File: src/rtl/ctr_pkg.sv
// Shared constants and helpers for the counter/timer primitives.
package ctr_pkg;

  // Direction encoding for up_dn.
  localparam logic CTR_DN = 1'b0;
  localparam logic CTR_UP = 1'b1;

  // Bits needed to hold values 0..value-1 (at least 1 bit).
  function automatic int clog2(input int value);
    int bits;
    int rem;
    bits = 0;
    rem  = value - 1;
    for (int i = 0; i < 32; i++) begin
      if (rem > 0) begin
        bits = bits + 1;
        rem  = rem >> 1;
      end
    end
    return (bits < 1) ? 1 : bits;
  endfunction

endpackage

File: src/rtl/tick_gen.sv
// Prescaler: emits one tick every PRESCALE enabled cycles.
// clr restarts the phase. With en low the phase is held.
module tick_gen
  import ctr_pkg::*;
#(
  parameter int PRESCALE = 1
) (
  input  logic clk,
  input  logic reset,
  input  logic en,
  input  logic clr,
  output logic tick
);

  localparam int PW = clog2(PRESCALE);
  localparam logic [PW-1:0] PRE_LAST = PW'(PRESCALE - 1);

  generate
    if (PRESCALE < 1) begin : g_bad_prescale
      $error("tick_gen: PRESCALE must be >= 1");
    end
  endgenerate

  logic [PW-1:0] r_pre;
  logic          w_tick;

  assign w_tick = en & (r_pre == PRE_LAST);
  assign tick   = w_tick;

  // Phase accumulator: clear on reset/clr, wrap on tick, hold when disabled.
  always_ff @(posedge clk) begin
    if (reset || clr) begin
      r_pre <= '0;
    end else if (w_tick) begin
      r_pre <= '0;
    end else if (en) begin
      r_pre <= r_pre + 1'b1;
    end
  end

endmodule

File: src/rtl/mod_updown_counter.sv
// Modulo-MODULUS up/down counter with enable, parallel load,
// prescaler, wrap/saturate mode and tc/wrap/step flags.
module mod_updown_counter
  import ctr_pkg::*;
#(
  parameter int WIDTH    = 4,
  parameter int MODULUS  = 16,
  parameter int PRESCALE = 1,
  parameter int SATURATE = 0
) (
  input  logic             clk,
  input  logic             reset,
  input  logic             en,
  input  logic             up_dn,
  input  logic             load,
  input  logic [WIDTH-1:0] load_val,
  output logic [WIDTH-1:0] count,
  output logic             tc,
  output logic             wrap,
  output logic             step
);

  generate
    if (MODULUS < 2 || MODULUS > (2 ** WIDTH)) begin : g_bad_modulus
      $error("mod_updown_counter: MODULUS must satisfy 2 <= MODULUS <= 2**WIDTH");
    end
  endgenerate

  localparam logic [WIDTH-1:0] CNT_MAX = WIDTH'(MODULUS - 1);

  logic [WIDTH-1:0] r_count;
  logic             r_wrap;
  logic             r_step;

  logic             w_tick;
  logic             w_at_max;
  logic             w_at_min;
  logic             w_hit;
  logic [WIDTH-1:0] w_load_clamped;
  logic [WIDTH-1:0] w_step_val;

  tick_gen #(
    .PRESCALE(PRESCALE)
  ) u_tick_gen (
    .clk  (clk),
    .reset(reset),
    .en   (en),
    .clr  (load),
    .tick (w_tick)
  );

  assign w_at_max       = (r_count == CNT_MAX);
  assign w_at_min       = (r_count == '0);
  assign w_hit          = (up_dn == CTR_UP) ? w_at_max : w_at_min;
  assign w_load_clamped = (load_val > CNT_MAX) ? CNT_MAX : load_val;

  // Next value for a step; the limit is tested before add/sub so the
  // arithmetic never leaves 0..MODULUS-1 (covers MODULUS == 2**WIDTH too).
  always_comb begin
    w_step_val = r_count;
    if (up_dn == CTR_UP) begin
      if (w_at_max) begin
        w_step_val = (SATURATE != 0) ? r_count : '0;
      end else begin
        w_step_val = r_count + 1'b1;
      end
    end else begin
      if (w_at_min) begin
        w_step_val = (SATURATE != 0) ? r_count : CNT_MAX;
      end else begin
        w_step_val = r_count - 1'b1;
      end
    end
  end

  // Count and flag registers: reset > load > step > hold.
  always_ff @(posedge clk) begin
    if (reset) begin
      r_count <= '0;
      r_wrap  <= 1'b0;
      r_step  <= 1'b0;
    end else if (load) begin
      r_count <= w_load_clamped;
      r_wrap  <= 1'b0;
      r_step  <= 1'b0;
    end else if (w_tick) begin
      r_count <= w_step_val;
      r_wrap  <= w_hit;
      r_step  <= 1'b1;
    end else begin
      r_wrap  <= 1'b0;
      r_step  <= 1'b0;
    end
  end

  assign count = r_count;
  assign wrap  = r_wrap;
  assign step  = r_step;
  assign tc    = ((up_dn == CTR_UP) & w_at_max) | ((up_dn == CTR_DN) & w_at_min);

endmodule

File: config.mk
export PLATFORM = sky130hd
export DESIGN_NAME = mod_updown_counter
export DESIGN_NICKNAME = d
export VERILOG_FILES = /design/src/rtl/ctr_pkg.sv /design/src/rtl/tick_gen.sv /design/src/rtl/mod_updown_counter.sv
export SDC_FILE = /design/constraint.sdc
export NUM_CORES = 1
export LEC_CHECK = 0
export BUFFER_PORTS_ARGS = -buffer_cell sky130_fd_sc_hd__clkbuf_2
export CAP_MARGIN = 20
export CORE_AREA = 2 2 39 41
export CTS_CLUSTER_SIZE = 28
export DETAILED_ROUTE_END_ITERATION = 8
export DIE_AREA = 0 0 41 43
export GPL_TIMING_DRIVEN = 0
export PLACE_DENSITY = 0.67
export SLEW_MARGIN = 5
export SYNTH_ARGS = -nofsm -noshare
export SYNTH_HDL_FRONTEND = slang
export SYNTH_SLANG_ARGS = --single-unit
File: constraint.sdc
create_clock -name clk -period 1.98 [get_ports clk]
set_input_delay 0.099 -clock clk [delete_from_list [all_inputs] [get_ports clk]]
set_output_delay 0.099 -clock clk [all_outputs]
set_load 0.01 [all_outputs]
==> results of run 1 <==
[path summary, 6_finish.rpt]
kind	to	slack (ns)	cells past startpoint
setup / recovery	tc	0.25	5
hold / removal	u_tick_gen.r_pre	0.02	2
setup reg to reg	count[0]	0.36	6
hold reg to reg	u_tick_gen.r_pre	0.47	1
[routing by layer]
layer  vias to the layer above  global-route usage, %  part of all wire [%]
met3                         2                  9.424                   8.1
met5                         -                      0                     0
li1                        220                      -                     -
met2                        14                  20.00                    48
met1                       202                  16.93                    43
met4                         0                  4.000                  0.82
[area by class of cell]
type	count	area, sq um
Timing Repair Buffer	14	70.07
Clock buffer	4	26.28
Multi-Input combinational cell	36	254.0
Tap cell	16	20.02
Fill cell	152	834.6
Inverter	5	18.77
Sequential cell	7	140.1
Buffer	3	20.02
[cell usage in the layout (no fill, tap or decap), types with 2 or more instances in the layout]
cell type   n
a21oi_1     6
nor3_1      3
ha_1        2
clkbuf_2   14
clkbuf_4    3
a21oi_2     2
clkbuf_1    2
nor2_1      3
dfxtp_1     7
inv_1       5
[logic make-up (layout without fill, tap and decap cells)]
logic type	count (synthesis)	in the layout	synth area share (%)
and+or+nand+nor	14	14	18.79
xor gates and xnor gates	2	2	4.047
DFF	7	7	32.37
adders and majority gates	2	2	5.779
buffers and inverters	8	26	8.958
muxes	1	1	2.312
AOI/OAI and AO/OA	17	17	27.75
[registers in the layout (all words and copies together), names as in the netlist]
name / cells
wrap: 1
count: 4
u_tick_gen.r_pre: 1
step: 1
[power breakdown]
group / switching (mW) / internal, mW / leakage, nW
logic: 0.0435 / 0.0423 / 0.177
clock network: 0.0545 / 0.0770 / 0.0150
registers: 0.0144 / 0.149 / 0.0576
[cell usage after synthesis, drive strengths merged]
library cell / instances
nand2: 1
nor3: 3
buf: 2
a31o: 1
o21ai: 1
nand2b: 1
xor2: 1
clkbuf: 1
o311a: 1
o21bai: 1
nor4b: 1
xnor2: 1
nor4: 1
o31ai: 1
nor2b: 1
a21oi: 8
a211oi: 1
or3b: 1
a31oi: 1
dfxtp: 7
o21a: 1
ha: 2
nand4: 1
o311ai: 1
mux2i: 1
and2: 1
nor2: 3
inv: 5
[metrics by stage]
stage	util [%]	total power, mW	setup slack (ns)
floorplan	-	0.2227	0.4588
global placement	37.79	0.2496	0.3929
detailed placement	37.79	0.2519	0.3924
CTS	39.69	0.3853	0.2445
global route	39.69	0.4134	0.1600
finish	39.69	0.3807	0.2507
==> results.yml, run 1 <==
drt:
  wire_per_inst_um: 11.48
  ant_nets: 0
  dr.pass1.iters: 4
  drc: 0
  drt-vias-per-instance: 5.153
  drt_iter0_drc: 6
  drt-total-wl_um: 976
  num_vias: 438
logic_synthesis:
  netlist_area_sq_um: 432.9
  ys_types: 30
  syn_nets: 62
  synth_area_per_cell_sq_um: 8.489
  synth.top_cell.area_share_pct: 32.37
  seq_area_frac_synth_pct: 32.37
  synth_area_leader_cell: "dfxtp_1"
  ys_ff_latch: 7
  yosysWarnings: 0
  synth_area_leaders: "dfxtp_1 (32%), a21oi_1 (6.9%), ha_1 (5.8%)"
  synthCells: 51
clock_tree:
  clkSinkCount: 7
  cts_tree: "done"
  cts_resized: 0
  cts.clk_slew.worst_paths_ns: 0.05
  clk_latency_ns: 0.25
  clock_path_buffers: 2
  cts_made_buffers: 3
  postCtsSetupBuffers: 0
  htree_levels: 1
  hold_buffers: 0
  cts-root-buf: "clkbuf_4"
timing:
  drv_slew: 0
  relSlewSlack_pct: 72.22
  rsz0062_at_grt: "false"
  clock_skew_ns: 0.003817
  period_needed_ns: 1.729
  fin_hold_ws_ns: 0.02396
  final-hold-violation-count: 0
  setup_viol: 0
  fin_setup_tns_ns: 0
  worst_pin_slew_ns: 0.4167
  fin_crit_sh_pct: 87.34
  fmax_mhz: 578.3
die:
  design.die.area_sq_mm: 0.001763
  fp.dieW_um: 41
  die_h_um: 43
  start_util_pct: 31.28
  coreArea_sq_mm: 0.001384
  row_count: 14
  io_pins: 16
flow_run:
  maxCapViolations: 0
worst_setup_path:
  cp_num_buf_inv: 2
  slowest_delay_ns: 0.40
  crit_slowest_cell: "or3b_4"
  cp-start-kind: "flop"
  required_ns: 1.88
  regToRegStartpoint: "count[0]"
  cp_top_family: "simple AND/OR/NAND/NOR gates"
  worstSetupStartpoint: "count[0]"
  critical_path_class: "reg -> out"
  crit_arrival_ns: 1.63
  critPathMaxFanout: 9
  critPathCaptureType: "primary output"
  cp_cell_sequence: "inv_1 > ha_1 > or3b_4 > o21ai_2 > clkbuf_2"
grt:
  grt_start_max_net_pins: 11
  antenna_found_initial: 0
  first_global_vias: 387
  grt_overflow: 0
  grtUsageTotal_pct: 14.13
  grt_pass1_wl_um: 1621
finish:
  num_antenna_cells: 0
  fin_area_sq_um: 549.3
  areaGrowthSynthToFinish_pct: 26.88
  drive_above_1_share_pct: 34.78
  fin_nets: 81
  layoutNonFillerInstCount: 85
hold_path:
  hold_start: "en"
  min_path_type: "in -> reg"
placement:
  gp_congestion: 0.7654
  placed_area_sq_um: 523.0
  portBuffers: 14
  placedCellCount: 81
  dp_hpwl_um: 710.4
power_and_ir_drop:
  p_leak_nw: 0.2500
  ir_drop_uv: 370.6
  powerDensity_mw_per_mm2: 693.2
run_status:
  status: "finished, final reports clean"
Power figures use the tool's default switching activity.
==> inputs of run 2 (changes only) <==
--- a/config.mk
+++ b/config.mk
@@ -11,7 +11,7 @@
 export CTS_CLUSTER_SIZE = 28
 export DETAILED_ROUTE_END_ITERATION = 8
 export DIE_AREA = 0 0 41 43
-export GPL_TIMING_DRIVEN = 0
+export GPL_TIMING_DRIVEN = 1
 export PLACE_DENSITY = 0.67
 export SLEW_MARGIN = 5
 export SYNTH_ARGS = -nofsm -noshare
==> run 2 against run 1 <==
Non-clock buffer count decreased by 2; clock skew is 0.00083 ns lower; utilization down 1.1 points; clock power shrank 3%; global-route usage down 1.8 points; first-iteration DRC count is 50% higher; die area unchanged; via count down 6.2%; setup slack worse by 0.0026 ns; total power shrank 2.0%; flip-flop and latch count did not move; fmax decreased by 0.15%; largest power group unchanged; highest routed layer is now met3.
==> results.yml, run 2 (same netlist as run 1, synthesis figures left out) <==
timing:
  fmax_mhz: 577.4
  fin_hold_ws_ns: 0.02916
  relSlewSlack_pct: 78.96
  drv_slew: 0
  period_needed_ns: 1.732
  fin_setup_tns_ns: 0
  rsz0062_at_grt: "false"
  setup_viol: 0
  fin_crit_sh_pct: 87.47
  final-hold-violation-count: 0
  worst_pin_slew_ns: 0.3117
  clock_skew_ns: 0.002985
finish:
  num_antenna_cells: 0
  areaGrowthSynthToFinish_pct: 23.41
  fin_nets: 79
  ff_latch_area_sq_um: 140.1
  largest_register_ffs: 4
  fillers: 154
  drive_above_1_share_pct: 34.33
  layout_commonest_cell: "clkbuf_2"
  multi_input_area_sq_um: 254.0
  final_cell_mix: "clkbuf_2 (15), dfxtp_1 (7), a21oi_1 (6), inv_1 (5)"
worst_setup_path:
  critPathMaxFanout: 9
  critical_path_class: "reg -> out"
  critPathCaptureType: "primary output"
  required_ns: 1.88
  crit_arrival_ns: 1.63
  cp-start-kind: "flop"
hold_path:
  min_path_type: "in -> reg"
power_and_ir_drop:
  swShare_pct: 28.83
  p_switching_mw: 0.1076
  pwr-share-seq_pct: 43.6
  powerDensity_mw_per_mm2: 698.5
  combPwrFrac_pct: 22.1
  p_int_mw: 0.2656
  clkPwrFrac_pct: 34.3
  p_leak_nw: 0.2430
  ir_drop_uv: 402.1
die:
  row_count: 14
  die_h_um: 43
  fp.dieW_um: 41
  start_util_pct: 31.28
  io_pins: 16
  coreArea_sq_mm: 0.001384
  design.die.area_sq_mm: 0.001763
placement:
  gp_congestion: 0.7314
  portBuffers: 15
  dp_hpwl_um: 709
clock_tree:
  clkSinkCount: 7
  postCtsSetupBuffers: 0
  clk_latency_ns: 0.25
  htree_levels: 1
  cts.clk_slew.worst_paths_ns: 0.05
  hold_buffers: 0
  clock_path_buffers: 2
  cts_tree: "done"
  cts-root-buf: "clkbuf_4"
  cts_resized: 0
  cts_made_buffers: 3
drt:
  wire_per_inst_um: 10.94
  num_vias: 411
  dr.pass1.iters: 4
  drt-total-wl_um: 908
  drt-vias-per-instance: 4.952
  ant_nets: 0
  drt_iter0_drc: 9
  drc: 0
grt:
  grt_pass1_wl_um: 1428
  antenna_found_initial: 0
  grt_start_max_net_pins: 12
  grtUsageTotal_pct: 12.36
  grt_overflow: 0
  first_global_vias: 359
run_status:
  status: "finished, final reports clean"
flow_run:
  maxCapViolations: 0
==> run 2: power by group through the flow <==
stage                     clock network [mW]  registers (mW)  logic [mW]
after floorplan                            0           0.167      0.0556
after global placement                     0           0.166      0.0820
after detailed placement                   0           0.166      0.0829
after CTS                              0.136           0.163      0.0836
after global routing                   0.145           0.165      0.0929
final                                  0.128           0.163      0.0824
==> run 2: final cells by class <==
| type | instances | area share [%] |
|---|---|---|
| Clock buffer | 4 | 4.918 |
| Inverter | 5 | 3.513 |
| Multi-Input combinational cell | 36 | 47.54 |
| Sequential cell | 7 | 26.23 |
| Tap cell | 16 | 3.747 |
| Timing Repair Buffer | 15 | 14.05 |
==> run 2: worst paths after layout <==
kind                    start                to  slack, ns  cells past startpoint
min                        en  u_tick_gen.r_pre       0.03                      2
min reg2reg  u_tick_gen.r_pre  u_tick_gen.r_pre       0.47                      1
max                  count[0]                tc       0.25                      5
max reg2reg          count[0]          count[0]       0.37                      6
==> run 2: layer usage <==
layer | track usage (%) | wire (um) | share of wire, %
met4 | 4.000 | 0 | 0
met1 | 12.90 | 410 | 45
met5 | 0 | 0 | 0
met2 | 19.38 | 433 | 48
met3 | 7.853 | 64 | 7.0
==> run 2: critical path, stage by stage, from the launching register on <==
cell	delay [ns]
dfxtp_1	0.39
inv_1	0.11
ha_1	0.18
or3b_4	0.40
o21ai_2	0.15
clkbuf_2	0.15
==> run 2: metrics by stage <==
stage	instances	setup slack, ns	instance area, sq um	power, mW	utilization [%]
6_report	83	0.2481	534.3	0.3732	38.61
5_1_grt	83	0.1512	534.3	0.4026	38.61
4_1_cts	83	0.2376	534.3	0.3820	38.61
3_5_place_dp	79	0.4032	508.0	0.2489	36.71
3_3_place_gp	79	0.4601	508.0	0.2476	36.71
2_1_floorplan	51	0.4588	432.9	0.2227	-
==> inputs of run 3 (changes only) <==
--- a/config.mk
+++ b/config.mk
@@ -13,6 +13,7 @@
 export DIE_AREA = 0 0 41 43
 export GPL_TIMING_DRIVEN = 1
 export PLACE_DENSITY = 0.67
+export SKIP_LAST_GASP = 1
 export SLEW_MARGIN = 5
 export SYNTH_ARGS = -nofsm -noshare
 export SYNTH_HDL_FRONTEND = slang
==> constraint.sdc (replaced) <==
create_clock -name clk -period 1.95 [get_ports clk]
set_input_delay 0.0975 -clock clk [delete_from_list [all_inputs] [get_ports clk]]
set_output_delay 0.0975 -clock clk [all_outputs]
set_load 0.01 [all_outputs]
==> run 3 against run 2 <==
Cell area unchanged; count of clock-buffer cells in the layout stayed put; flip-flop and latch count is the same; sequential share of layout area unchanged; via count is 1.9% higher; wire length up 4.1%; critical path type unchanged; critical endpoint unchanged; largest cell class unchanged.
==> results.yml, run 3 (same netlist as run 1, synthesis figures left out) <==
worst_setup_path:
  cp_cell_sequence: "inv_1 > ha_1 > or3b_4 > o21ai_2 > clkbuf_2"
  critPathCaptureType: "primary output"
  required_ns: 1.85
  worstSetupStartpoint: "count[0]"
  crit_slowest_cell: "or3b_4"
  regToRegStartpoint: "count[0]"
  slowest_delay_ns: 0.40
  critPathMaxFanout: 9
  crit_arrival_ns: 1.62
  cp-start-kind: "flop"
  critical_path_class: "reg -> out"
clock_tree:
  clock_path_buffers: 2
  htree_levels: 1
  hold_buffers: 0
  postCtsSetupBuffers: 0
  cts.clk_slew.worst_paths_ns: 0.05
  cts-root-buf: "clkbuf_4"
  cts_made_buffers: 3
  clkSinkCount: 7
  clk_latency_ns: 0.25
  cts_tree: "done"
  cts_resized: 0
placement:
  gp_congestion: 0.7325
  portBuffers: 15
  placedCellCount: 79
  placed_area_sq_um: 508.0
  dp_hpwl_um: 715.2
timing:
  fin_crit_sh_pct: 87.98
  relSlewSlack_pct: 79.03
  worst_pin_slew_ns: 0.3105
  final-hold-violation-count: 0
  fmax_mhz: 582.9
  period_needed_ns: 1.716
  drv_slew: 0
  rsz0062_at_grt: "false"
  fin_setup_tns_ns: 0
  clock_skew_ns: 0.003772
  setup_viol: 0
drt:
  drc: 0
  wire_per_inst_um: 11.39
  ant_nets: 0
  dr.pass1.iters: 4
  drt-total-wl_um: 945
  drt_iter0_drc: 3
  drt-vias-per-instance: 5.048
  num_vias: 419
finish:
  fin_area_sq_um: 534.3
  layoutNonFillerInstCount: 83
  drive_above_1_share_pct: 34.33
  fin_util_pct: 38.61
  layout_commonest_cell: "clkbuf_2"
  areaGrowthSynthToFinish_pct: 23.41
  final_cell_mix: "clkbuf_2 (15), dfxtp_1 (7), a21oi_1 (6), inv_1 (5)"
  num_antenna_cells: 0
  largest_register_ffs: 4
  fin_nets: 79
grt:
  grtUsageTotal_pct: 13.45
  antenna_found_initial: 0
  grt_start_max_net_pins: 12
  first_global_vias: 371
  grt_use_met2_pct: 20.63
  grt_overflow: 0
  busiest_layer: "met2"
  grt_util_met3_pct: 9.424
  grt_pass1_wl_um: 1559
  grtUsageMet1_pct: 15.11
power_and_ir_drop:
  ir_drop_uv: 368.3
  swShare_pct: 29.15
  p_switching_mw: 0.1110
  p_leak_nw: 0.2430
  combPwrFrac_pct: 21.9
  clkPwrFrac_pct: 34.6
  p_total_mw: 0.3808
  pwr-share-seq_pct: 43.5
  powerDensity_mw_per_mm2: 712.7
  p_int_mw: 0.2698
die:
  coreArea_sq_mm: 0.001384
  die_h_um: 43
  fp.dieW_um: 41
  io_pins: 16
  design.die.area_sq_mm: 0.001763
  row_count: 14
  start_util_pct: 31.28
flow_run:
  maxCapViolations: 0
hold_path:
  min_path_type: "in -> reg"
  hold_start: "en"
run_status:
  status: "finished, final reports clean"
==> run 3: cell counts in the layout (fill, tap and decap cells not counted) <==
Identical to the previous run, type by type.
==> run 3: area by class of cell <==
class,count,area (sq um)
well taps,16,20.02
flip-flops and latches,7,140.1
inverters,5,18.77
fillers,152,849.6
clock buffers,4,26.28
multi-input cells,36,254.0
repair buffers,15,75.07
==> run 3: worst max-delay path, delay by kind of cell, from the launching register on <==
family	cells	cell delay (ns)
simple gates	1	0.40
flops	1	0.39
buf+inv	2	0.26
fa+ha+maj	1	0.18
compound gates	1	0.13
==> run 3: routing by layer <==
layer / wire length, um / up-vias / part of all wire [%]
met4: 0 / 0 / 0
li1: - / 216 / -
met3: 80 / 0 / 8.5
met5: 0 / - / 0
met2: 446 / 15 / 47
met1: 418 / 188 / 44
==> run 3: through the flow <==
stage          hold slack (ns)  setup slack, ns
5_1_grt                0.02467           0.1223
2_1_floorplan           0.1599           0.4288
6_report               0.03152           0.2343
3_5_place_dp            0.2918           0.3648
4_1_cts                0.02460           0.2270
3_3_place_gp            0.2796           0.4273
==> run 3: path summary, 6_finish.rpt <==
kind              slack, ns  cells past startpoint               end
setup / recovery       0.23                      5                tc
hold / removal         0.03                      2  u_tick_gen.r_pre
setup reg to reg       0.35                      6          count[0]
hold reg to reg        0.47                      1  u_tick_gen.r_pre
==> run 3: power groups by stage <==
stage	clock network [mW]	registers [mW]	logic [mW]
5_1_grt	0.145	0.168	0.0943
2_1_floorplan	0	0.170	0.0565
3_5_place_dp	0	0.169	0.0840
4_1_cts	0.138	0.166	0.0846
3_3_place_gp	0	0.168	0.0832
6_report	0.132	0.166	0.0833
